<file path="config.mk">
export PLATFORM = sky130hd
export DESIGN_NAME = k054539_extbus_arb
export DESIGN_NICKNAME = d
export VERILOG_FILES = /design/src/rtl/k054539_extbus_arb.sv
export SDC_FILE = /design/constraint.sdc
export NUM_CORES = 1
export LEC_CHECK = 0
export ABC_CLOCK_PERIOD_IN_PS = 2080
export BUFFER_PORTS_ARGS = -buffer_cell sky130_fd_sc_hd__buf_2
export CAP_MARGIN = 15
export CORE_MARGIN = 5
export CORE_UTILIZATION = 45
export DETAILED_ROUTE_END_ITERATION = 7
export HOLD_SLACK_MARGIN = 0.02
export PLACE_DENSITY_LB_ADDON = 0.25
export SYNTH_ARGS = -nofsm -noshare
export SYNTH_HDL_FRONTEND = slang
export SYNTH_SLANG_ARGS = --single-unit
</file>
<file path="constraint.sdc">
create_clock -name clk_i -period 2.08 [get_ports clk_i]
set_input_delay 0.416 -clock clk_i [delete_from_list [all_inputs] [get_ports clk_i]]
set_output_delay 0.416 -clock clk_i [all_outputs]
set_load 0.02 [all_outputs]
</file>
<file path="src/rtl/k054539_extbus_arb.sv">
// K054539 external bus arbiter: PCM / reverb / host share one ROM+RAM bus.
// Optional macro K054539_EXTBUS_WAIT_EN stretches STROBE to two cycles.
// Ports: clk_i, res_i (async active-high reset);
//   pcm_req_i/pcm_addr_i -> pcm_ack_o/pcm_rdy_o;
//   rev_req_i/rev_wr_i/rev_addr_i/rev_wdata_i -> rev_ack_o/rev_rdy_o;
//   cpu_req_i/cpu_ram_i/cpu_addr_i -> cpu_ack_o/cpu_rdy_o;
//   rdata_o, ra_o, rd_in_i, rd_out_o, rd_oe_o,
//   rocs_o/rooe_o/racs_o/raoe_o/rawp_o (active low), busy_o.
module k054539_extbus_arb #(
  parameter int RAM_AW = 15
) (
  input  logic              clk_i,
  input  logic              res_i,
  input  logic              pcm_req_i,
  input  logic [23:0]       pcm_addr_i,
  output logic              pcm_ack_o,
  output logic              pcm_rdy_o,
  input  logic              rev_req_i,
  input  logic              rev_wr_i,
  input  logic [RAM_AW-1:0] rev_addr_i,
  input  logic [7:0]        rev_wdata_i,
  output logic              rev_ack_o,
  output logic              rev_rdy_o,
  input  logic              cpu_req_i,
  input  logic              cpu_ram_i,
  input  logic [23:0]       cpu_addr_i,
  output logic              cpu_ack_o,
  output logic              cpu_rdy_o,
  output logic [7:0]        rdata_o,
  output logic [23:0]       ra_o,
  input  logic [7:0]        rd_in_i,
  output logic [7:0]        rd_out_o,
  output logic              rd_oe_o,
  output logic              rocs_o,
  output logic              rooe_o,
  output logic              racs_o,
  output logic              raoe_o,
  output logic              rawp_o,
  output logic              busy_o
);

  typedef enum logic [1:0] {
    IDLE,
    SETUP,
    STROBE,
    LATCH
  } state_t;

  typedef enum logic [1:0] {
    OWN_PCM,
    OWN_REV,
    OWN_CPU
  } own_t;

  state_t      state_q;
  own_t        own_q;
  logic        wr_q;
  logic        ram_q;
  logic        ptr_q;
  logic [23:0] ra_q;
  logic [7:0]  wdata_q;
  logic [7:0]  rdata_q;
  logic [2:0]  ack_q;
  logic [2:0]  rdy_q;
  logic        rocs_q;
  logic        rooe_q;
  logic        racs_q;
  logic        raoe_q;
  logic        rawp_q;
  logic        rd_oe_q;
`ifdef K054539_EXTBUS_WAIT_EN
  logic        stb_q;
`endif

  logic        gnt_d;
  own_t        own_d;
  logic [23:0] addr_d;
  logic        wr_d;
  logic        ram_d;
  logic [7:0]  wdata_d;

  function automatic logic [23:0] zext_ram(
    input logic [RAM_AW-1:0] a
  );
    logic [23:0] r;
    r = '0;
    r[RAM_AW-1:0] = a;
    return r;
  endfunction

  // one-hot {pcm, rev, cpu}
  function automatic logic [2:0] own_vec(input own_t o);
    logic [2:0] v;
    v = 3'b000;
    case (o)
      OWN_PCM: v = 3'b100;
      OWN_REV: v = 3'b010;
      OWN_CPU: v = 3'b001;
      default: v = 3'b000;
    endcase
    return v;
  endfunction

  // PCM always wins; ptr_q=0 favours REV, 1 favours CPU
  always_comb begin
    gnt_d   = 1'b0;
    own_d   = OWN_PCM;
    addr_d  = '0;
    wr_d    = 1'b0;
    ram_d   = 1'b0;
    wdata_d = '0;
    if (pcm_req_i) begin
      gnt_d  = 1'b1;
      own_d  = OWN_PCM;
      addr_d = pcm_addr_i;
    end else if (rev_req_i && (!ptr_q || !cpu_req_i)) begin
      gnt_d   = 1'b1;
      own_d   = OWN_REV;
      addr_d  = zext_ram(rev_addr_i);
      wr_d    = rev_wr_i;
      ram_d   = 1'b1;
      wdata_d = rev_wdata_i;
    end else if (cpu_req_i) begin
      gnt_d  = 1'b1;
      own_d  = OWN_CPU;
      ram_d  = cpu_ram_i;
      addr_d = cpu_ram_i ? zext_ram(cpu_addr_i[RAM_AW-1:0])
                         : cpu_addr_i;
    end
  end

  always_ff @(posedge clk_i or posedge res_i) begin
    if (res_i) begin
      state_q <= IDLE;
      own_q   <= OWN_PCM;
      wr_q    <= 1'b0;
      ram_q   <= 1'b0;
      ptr_q   <= 1'b0;
      ra_q    <= '0;
      wdata_q <= '0;
      rdata_q <= '0;
      ack_q   <= '0;
      rdy_q   <= '0;
      rocs_q  <= 1'b1;
      rooe_q  <= 1'b1;
      racs_q  <= 1'b1;
      raoe_q  <= 1'b1;
      rawp_q  <= 1'b1;
      rd_oe_q <= 1'b0;
`ifdef K054539_EXTBUS_WAIT_EN
      stb_q   <= 1'b0;
`endif
    end else begin
      ack_q <= '0;
      rdy_q <= '0;
      case (state_q)
        IDLE, LATCH: begin
          if (state_q == LATCH) begin
            rdy_q <= own_vec(own_q);
            if (!wr_q) rdata_q <= rd_in_i;
          end
          if (gnt_d) begin
            state_q <= SETUP;
            own_q   <= own_d;
            wr_q    <= wr_d;
            ram_q   <= ram_d;
            ra_q    <= addr_d;
            wdata_q <= wdata_d;
            ack_q   <= own_vec(own_d);
            if (own_d != OWN_PCM) ptr_q <= (own_d == OWN_REV);
            // chip select only; OE/WP wait for STROBE
            rocs_q  <= ram_d;
            racs_q  <= !ram_d;
            rooe_q  <= 1'b1;
            raoe_q  <= 1'b1;
            rawp_q  <= 1'b1;
            rd_oe_q <= wr_d;
          end else begin
            state_q <= IDLE;
            rocs_q  <= 1'b1;
            rooe_q  <= 1'b1;
            racs_q  <= 1'b1;
            raoe_q  <= 1'b1;
            rawp_q  <= 1'b1;
            rd_oe_q <= 1'b0;
          end
        end
        SETUP: begin
          state_q <= STROBE;
          rooe_q  <= ram_q | wr_q;
          raoe_q  <= !ram_q | wr_q;
          rawp_q  <= !wr_q;
        end
        STROBE: begin
`ifdef K054539_EXTBUS_WAIT_EN
          if (!stb_q) begin
            stb_q <= 1'b1;
          end else begin
            stb_q   <= 1'b0;
            state_q <= LATCH;
            rawp_q  <= 1'b1;
          end
`else
          state_q <= LATCH;
          rawp_q  <= 1'b1;
`endif
        end
        default: state_q <= IDLE;
      endcase
    end
  end

  assign pcm_ack_o = ack_q[2];
  assign rev_ack_o = ack_q[1];
  assign cpu_ack_o = ack_q[0];
  assign pcm_rdy_o = rdy_q[2];
  assign rev_rdy_o = rdy_q[1];
  assign cpu_rdy_o = rdy_q[0];
  assign rdata_o   = rdata_q;
  assign ra_o      = ra_q;
  assign rd_out_o  = wdata_q;
  assign rd_oe_o   = rd_oe_q;
  assign rocs_o    = rocs_q;
  assign rooe_o    = rooe_q;
  assign racs_o    = racs_q;
  assign raoe_o    = raoe_q;
  assign rawp_o    = rawp_q;
  assign busy_o    = (state_q != IDLE);

endmodule

</file>
==> key figures, run 1 <==
Timing
  • Worst slew margin: 63.9%
  • Total Neg Setup Slack: 0 ns
  • Slew @ Worst Pin: 0.541 ns
  • Final-report max-slew violation count: 0
  • Final worst slack: 0.143 ns
  • Final setup viols: 0
  • Final Hold Fails: 0
  • Fmax: 516 MHz
  • Final worst path period need: 1.94 ns
  • Hold Slack: 0.0871 ns
  • Worst clock skew: 0.00837 ns
  • Final worst path period share: 93.1%
  • Unrepaired setup endpoints after global routing: no

Yosys
  • Post-synth top cells: 54 x dfrtp_1, 23 x a21oi_1, 20 x a31oi_1
  • Yosys cell types: 44
  • Yosys reg bits: 59
  • Synth Area per Inst: 11.5 sq um
  • Ys flop type: dfrtp_1
  • Yosys warns: 0
  • Seq/Total Area, Yosys: 55.1%
  • Synth top area cells: dfrtp_1 50%, a32oi_1 4.9%, dfstp_2 4.9%
  • Fraction of registers with async set/reset: 100%
  • Post-synth top area share: 50.3%
  • Cell area after synthesis: 2690 sq um
  • Mapped Nets: 325
  • Yosys top cell by area: dfrtp_1
  • Mapped Cells: 233
  • Number of synthesized flops with an enable pin: 0
  • Top-count cell post-synth: dfrtp_1

Global routing
  • Vias in the first global route: 2492
  • Largest net degree at the start of global routing: 40
  • First-pass GRT wire length: 11.7 mm
  • Final global-route overflow total: 0
  • Initial antenna violation count: 0
  • Gr usage total: 20.0%

Placement
  • Place WS: 0.128 ns
  • Post-placement cell area: 3460 sq um
  • Placed Cells: 437
  • IO buf count: 138
  • Post-DP HPWL: 5.50 mm
  • GP Congestion: 0.734

Detailed routing
  • Initial DRC count: 99
  • Drt drc: 0
  • Drt pass-1 iters: 4
  • Avg Vias per Cell: 5.38
  • Drt wl/cell: 15.9 um
  • Routed vias: 2438
  • Wirelength, routed: 7.19 mm
  • Post-DRT Antenna Nets: 0

Final layout
  • Post-route cell area: 3730 sq um
  • Fillers: 490
  • ANT cells: 0
  • Nets: 465
  • Final std cells w/o fill: 453
  • Layout Utilization: 63.8%
  • Share of layout cells above drive strength 1: 49.5%
  • Area grow syn2layout: 38.8%

Floorplanning
  • Initial Util: 46.0%
  • Die Area: 7620 sq um
  • I/O Pins: 139
  • Die X: 87.3 um
  • Rows: 28
  • Core ar.: 5850 sq um
  • Die outline height: 87.3 um

Clock network
  • CTS Sinks: 59
  • Worst-path clk slew: 0.07 ns
  • Postcts setup bufs: 0
  • Hold_buf cts: 0
  • CTS Buf Count: 9
  • Clock Tree Buf Depth: 2
  • Clk_lat worst skew: 0.33 ns
  • Post_cts resized: 0
  • Clock root buffer: clkbuf_8
  • CTS tree: done
  • Htree depth: 3

Worst hold path
  • Type of the most critical hold path: input pin to async pin

Critical path
  • WP data required: 2.30 ns
  • Crit end category: register
  • Crit path cell chain: inv_1 > ha_1 > nand2b_4 > nor2_2 > mux2_2
  • Startpoint Class: register
  • Worst-path maximum fanout: 8
  • Worst path max stage delay: 0.42 ns
  • Critical-path top delay cell: ha_1
  • WS Path Type: register to register
  • Critical path arrival: 2.15 ns

Power
  • Peak supply drop: 0.00102 V
  • Power per cell area: 1710 nW/um^2
  • Static leakage: 1.85 nW
  • Total power: 6.39 mW

Flow run
  • Max-cap viol count: 0

Run status
  • Status: complete, no violations
-- placed cells by master (no fill, tap or decap), types with 8 or more instances in the layout --
cell      netlist  final
nand3_1        15     15
dfrtp_1        54     54
a32oi_1        15     15
buf_4           3      8
buf_2           3    138
a21oi_1        23     23
a31oi_1        20     20
nand2_1        12     12
mux2_2          8      8
clkbuf_8        0     11
a22o_1          8      8
-- critical path: cells and delay by family, from the launching register on --
kind,cells,cell delay [ns]
and+or+nand+nor,2,0.53
adders and majority gates,1,0.42
DFF,1,0.40
muxes,1,0.38
buffers and inverters,1,0.10
-- layout make-up --
class                   instances  area (sq um)  share of cell area, %
clock inverters                 4           120                   3.22
clock buffers                  12           155                   4.16
inverters                       7          26.3                  0.704
repair buffers                147           771                   20.7
well taps                      75          93.8                   2.52
flip-flops and latches         59          1480                   39.7
multi-input cells             149          1080                   29.0
-- final timing paths --
path	slack (ns)	cells after the start	endpoint	startpoint
max in group asynchronous	1.36	3	rocs_o$_DFFE_PP1P_	res_i
worst min-delay path	0.09	2	rd_out_o[7]$_DFFE_PP0P_	res_i
worst max-delay path	0.14	5	rdata_o[7]$_DFFE_PP0P_	state_q[0]$_DFF_PP0_
min in group clk_i	0.30	2	rd_out_o[7]$_DFFE_PP0P_	rev_wdata_i[7]
worst min register to register	0.45	2	raoe_o$_DFFE_PP1P_	raoe_o$_DFFE_PP1P_
worst max register to register	0.14	5	rdata_o[7]$_DFFE_PP0P_	state_q[0]$_DFF_PP0_
-- layer usage --
layer	global-route usage (%)	wire length (um)	vias to the layer above
met4	6.56	90	0
li1	-	-	1165
met2	33.1	3610	115
met1	24.9	2840	1145
met5	0	0	-
met3	6.05	654	13
-- registers in the layout, indices dropped and copies added (netlist names) --
register / count
state_q: 2
rd_out_o: 8
rdata_o: 8
ack_q: 3
rd_oe_o: 1
own_q: 2
ptr_q: 1
racs_o: 1
ra_o: 24
raoe_o: 1
rooe_o: 1
rdy_q: 3
wr_q: 1
ram_q: 1
rawp_o: 1
rocs_o: 1
-- where the power goes --
part | internal [mW] | switching, mW | leakage [nW]
logic | 1.16 | 1.78 | 0.997
clock network | 0.984 | 0.442 | 0.137
registers | 1.72 | 0.305 | 0.720
total | 3.86 | 2.53 | 1.85
-- kinds of logic (layout without fill, tap and decap cells) --
kind of cell,Yosys count,in the layout,synth area share [%]
adder cells (fa/ha/maj),6,6,2.79
buffers and inverters,25,170,4.61
multiplexers,9,9,3.91
AO/OA/AOI/OAI,78,78,20.5
AND/OR/NAND/NOR,56,56,13.0
flip-flops,59,59,55.1
No activity file was read; power rests on OpenSTA's default activity.
==> run 2: changes to the inputs <==
--- a/config.mk
+++ b/config.mk
@@ -13,6 +13,7 @@
 export DETAILED_ROUTE_END_ITERATION = 7
 export HOLD_SLACK_MARGIN = 0.02
 export PLACE_DENSITY_LB_ADDON = 0.25
+export REMOVE_ABC_BUFFERS = 1
 export SYNTH_ARGS = -nofsm -noshare
 export SYNTH_HDL_FRONTEND = slang
 export SYNTH_SLANG_ARGS = --single-unit
==> key figures, run 2 (synthesis gave the netlist of run 1 again) <==
Timing
  • Unrepaired setup endpoints after global routing: no (unchanged)
  • Final worst path period need: 1.91 ns (was 1.94 ns)
  • Final Hold Fails: 0 (unchanged)
  • Final setup viols: 0 (unchanged)
  • Final-report max-slew violation count: 0 (unchanged)
  • Worst clock skew: 0.00365 ns (was 0.00837 ns)
  • Fmax: 525 MHz (was 516 MHz)
  • Total Neg Setup Slack: 0 ns (unchanged)
  • Worst slew margin: 64.2% (was 63.9%)
  • Final worst path period share: 91.6% (was 93.1%)
  • Slew @ Worst Pin: 0.536 ns (was 0.541 ns)
  • Hold Slack: 0.138 ns (was 0.0871 ns)

Detailed routing
  • Avg Vias per Cell: 5.26 (was 5.38)
  • Wirelength, routed: 7.12 mm (was 7.19 mm)
  • Post-DRT Antenna Nets: 0 (unchanged)
  • Routed vias: 2381 (was 2438)
  • Drt wl/cell: 15.7 um (was 15.9 um)
  • Drt drc: 0 (unchanged)
  • Drt pass-1 iters: 4 (unchanged)
  • Initial DRC count: 120 (was 99)

Floorplanning
  • Die Area: 7620 sq um (unchanged)
  • Initial Util: 46.0% (unchanged)
  • I/O Pins: 139 (unchanged)
  • Die X: 87.3 um (unchanged)
  • Die outline height: 87.3 um (unchanged)
  • Core ar.: 5850 sq um (unchanged)
  • Rows: 28 (unchanged)

Global routing
  • Initial antenna violation count: 0 (unchanged)
  • Final global-route overflow total: 0 (unchanged)
  • First-pass GRT wire length: 11.4 mm (was 11.7 mm)
  • Vias in the first global route: 2378 (was 2492)
  • Largest net degree at the start of global routing: 60 (was 40)
  • Gr usage total: 19.6% (was 20.0%)

Critical path
  • Crit end category: register (unchanged)
  • Cells on worst reg2reg path: 5 (unchanged)
  • Worst path max stage delay: 0.43 ns (was 0.42 ns)
  • Critical-path top delay cell: ha_1 (unchanged)
  • WP data required: 2.29 ns (was 2.30 ns)
  • Critical path arrival: 2.11 ns (was 2.15 ns)
  • Startpoint Class: register (unchanged)
  • Reg2Reg Setup Slack: 0.17 ns (was 0.14 ns)
  • Beginning of the worst register-to-register path: state_q[0]$_DFF_PP0_ (unchanged)
  • Worst-path maximum fanout: 22 (was 8)
  • Terminus of the critical flop-to-flop path: ram_q$_DFFE_PP0P_ (was rdata_o[7]$_DFFE_PP0P_)
  • WS Path Type: register to register (unchanged)
  • Crit path cell chain: inv_1 > ha_1 > inv_2 > and2_4 > mux2_4 (was inv_1 > ha_1 > nand2b_4 > nor2_2 > mux2_2)

Clock network
  • Worst-path clk slew: 0.06 ns (was 0.07 ns)
  • Clk_lat worst skew: 0.32 ns (was 0.33 ns)
  • Clock root buffer: clkbuf_8 (unchanged)
  • Clock Tree Buf Depth: 2 (unchanged)
  • Htree depth: 3 (unchanged)
  • Hold_buf cts: 0 (unchanged)
  • CTS Buf Count: 9 (unchanged)
  • CTS tree: done (unchanged)
  • CTS Sinks: 59 (unchanged)

Final layout
  • ANT cells: 0 (unchanged)
  • Most common cell after layout, fill and taps aside: buf_2 (unchanged)
  • Layout Utilization: 62.4% (was 63.8%)
  • Max FFs per register: 24 (unchanged)
  • Fillers: 512 (was 490)
  • Final std cells w/o fill: 453 (unchanged)
  • Post-route cell area: 3650 sq um (was 3730 sq um)
  • Commonest cells after routing, fill and taps aside: 138 x buf_2, 54 x dfrtp_1, 23 x a21oi_1 (unchanged)
  • Nets: 465 (unchanged)
  • Area grow syn2layout: 35.8% (was 38.8%)
  • Share of layout cells above drive strength 1: 49.5% (unchanged)

Placement
  • Post-placement cell area: 3460 sq um (unchanged)
  • Placed Cells: 437 (unchanged)
  • GP Congestion: 0.793 (was 0.734)
  • Post-DP HPWL: 5.31 mm (was 5.50 mm)
  • IO buf count: 138 (unchanged)

Run status
  • Status: complete, no violations (unchanged)

Worst hold path
  • Type of the most critical hold path: input pin to async pin (unchanged)

Flow run
  • Max-cap viol count: 0 (unchanged)

Power
  • Static leakage: 1.82 nW (was 1.85 nW)
  • Power per cell area: 1620 nW/um^2 (was 1710 nW/um^2)
  • Peak supply drop: 0.000830 V (was 0.00102 V)
==> run 2: cell count changes in the layout (fill, tap and decap cells not counted), sizes merged <==
cell    delta
bufinv     -4
clkbuf     +3
clkinv     +1
==> run 2: critical path: cells and delay by family (launching register included) <==
| kind | cells | cell delay, ns |
|---|---|---|
| flip-flops | 1 | 0.40 |
| AND/OR/NAND/NOR | 1 | 0.33 |
| buffers and inverters | 2 | 0.31 |
| multiplexers | 1 | 0.32 |
| adder cells (fa/ha/maj) | 1 | 0.43 |
==> run 2: power by group <==
| part | total [mW] | internal (mW) | switching [mW] |
|---|---|---|---|
| clock network | 0.980 | 0.562 | 0.417 |
| registers | 2.01 | 1.72 | 0.295 |
| logic | 2.92 | 1.13 | 1.78 |
| total | 5.91 | 3.41 | 2.50 |
==> run 2: worst max path at each step <==
stage,start,cells after the start,to,slack (ns)
after CTS,state_q[0]$_DFF_PP0_,5,ram_q$_DFFE_PP0P_,0.04
after global routing,state_q[0]$_DFF_PP0_,5,ra_o[18]$_DFFE_PP0P_,0.04
after floorplan,state_q[0]$_DFF_PP0_,5,ram_q$_DFFE_PP0P_,-0.01
after global placement,state_q[0]$_DFF_PP0_,5,ram_q$_DFFE_PP0P_,0.14
after detailed placement,state_q[0]$_DFF_PP0_,5,ra_o[16]$_DFFE_PP0P_,0.04
final,state_q[0]$_DFF_PP0_,5,ram_q$_DFFE_PP0P_,0.17
==> run 2: area by class of cell <==
| type | instances | area, sq um | share of cell area [%] |
|---|---|---|---|
| repair buffers | 147 | 771 | 21.1 |
| inverters | 7 | 26.3 | 0.719 |
| well taps | 75 | 93.8 | 2.57 |
| clock inverters | 1 | 5.00 | 0.137 |
| multi-input cells | 149 | 1090 | 29.8 |
| flip-flops and latches | 59 | 1480 | 40.6 |
| clock buffers | 15 | 186 | 5.10 |
==> run 2: what timing repair did <==
action	in CTS	in global routing
buffers inserted	0	0
resized for setup	0	2
setup endpoints to repair	0	9
==> run 2: metal layers <==
layer	global-route usage [%]	vias up	routed length, um
li1	-	1162	-
met1	23.8	1131	2910
met2	32.0	75	3560
met3	6.24	13	484
met4	8.51	0	159
met5	0	-	0
==> run 2: stage by stage <==
stage	setup WS [ns]	total power [mW]
2_1_floorplan	-0.0119	3.93
3_3_place_gp	0.144	4.90
3_5_place_dp	0.0366	4.98
4_1_cts	0.0423	5.97
5_1_grt	0.0397	6.37
6_report	0.174	5.91
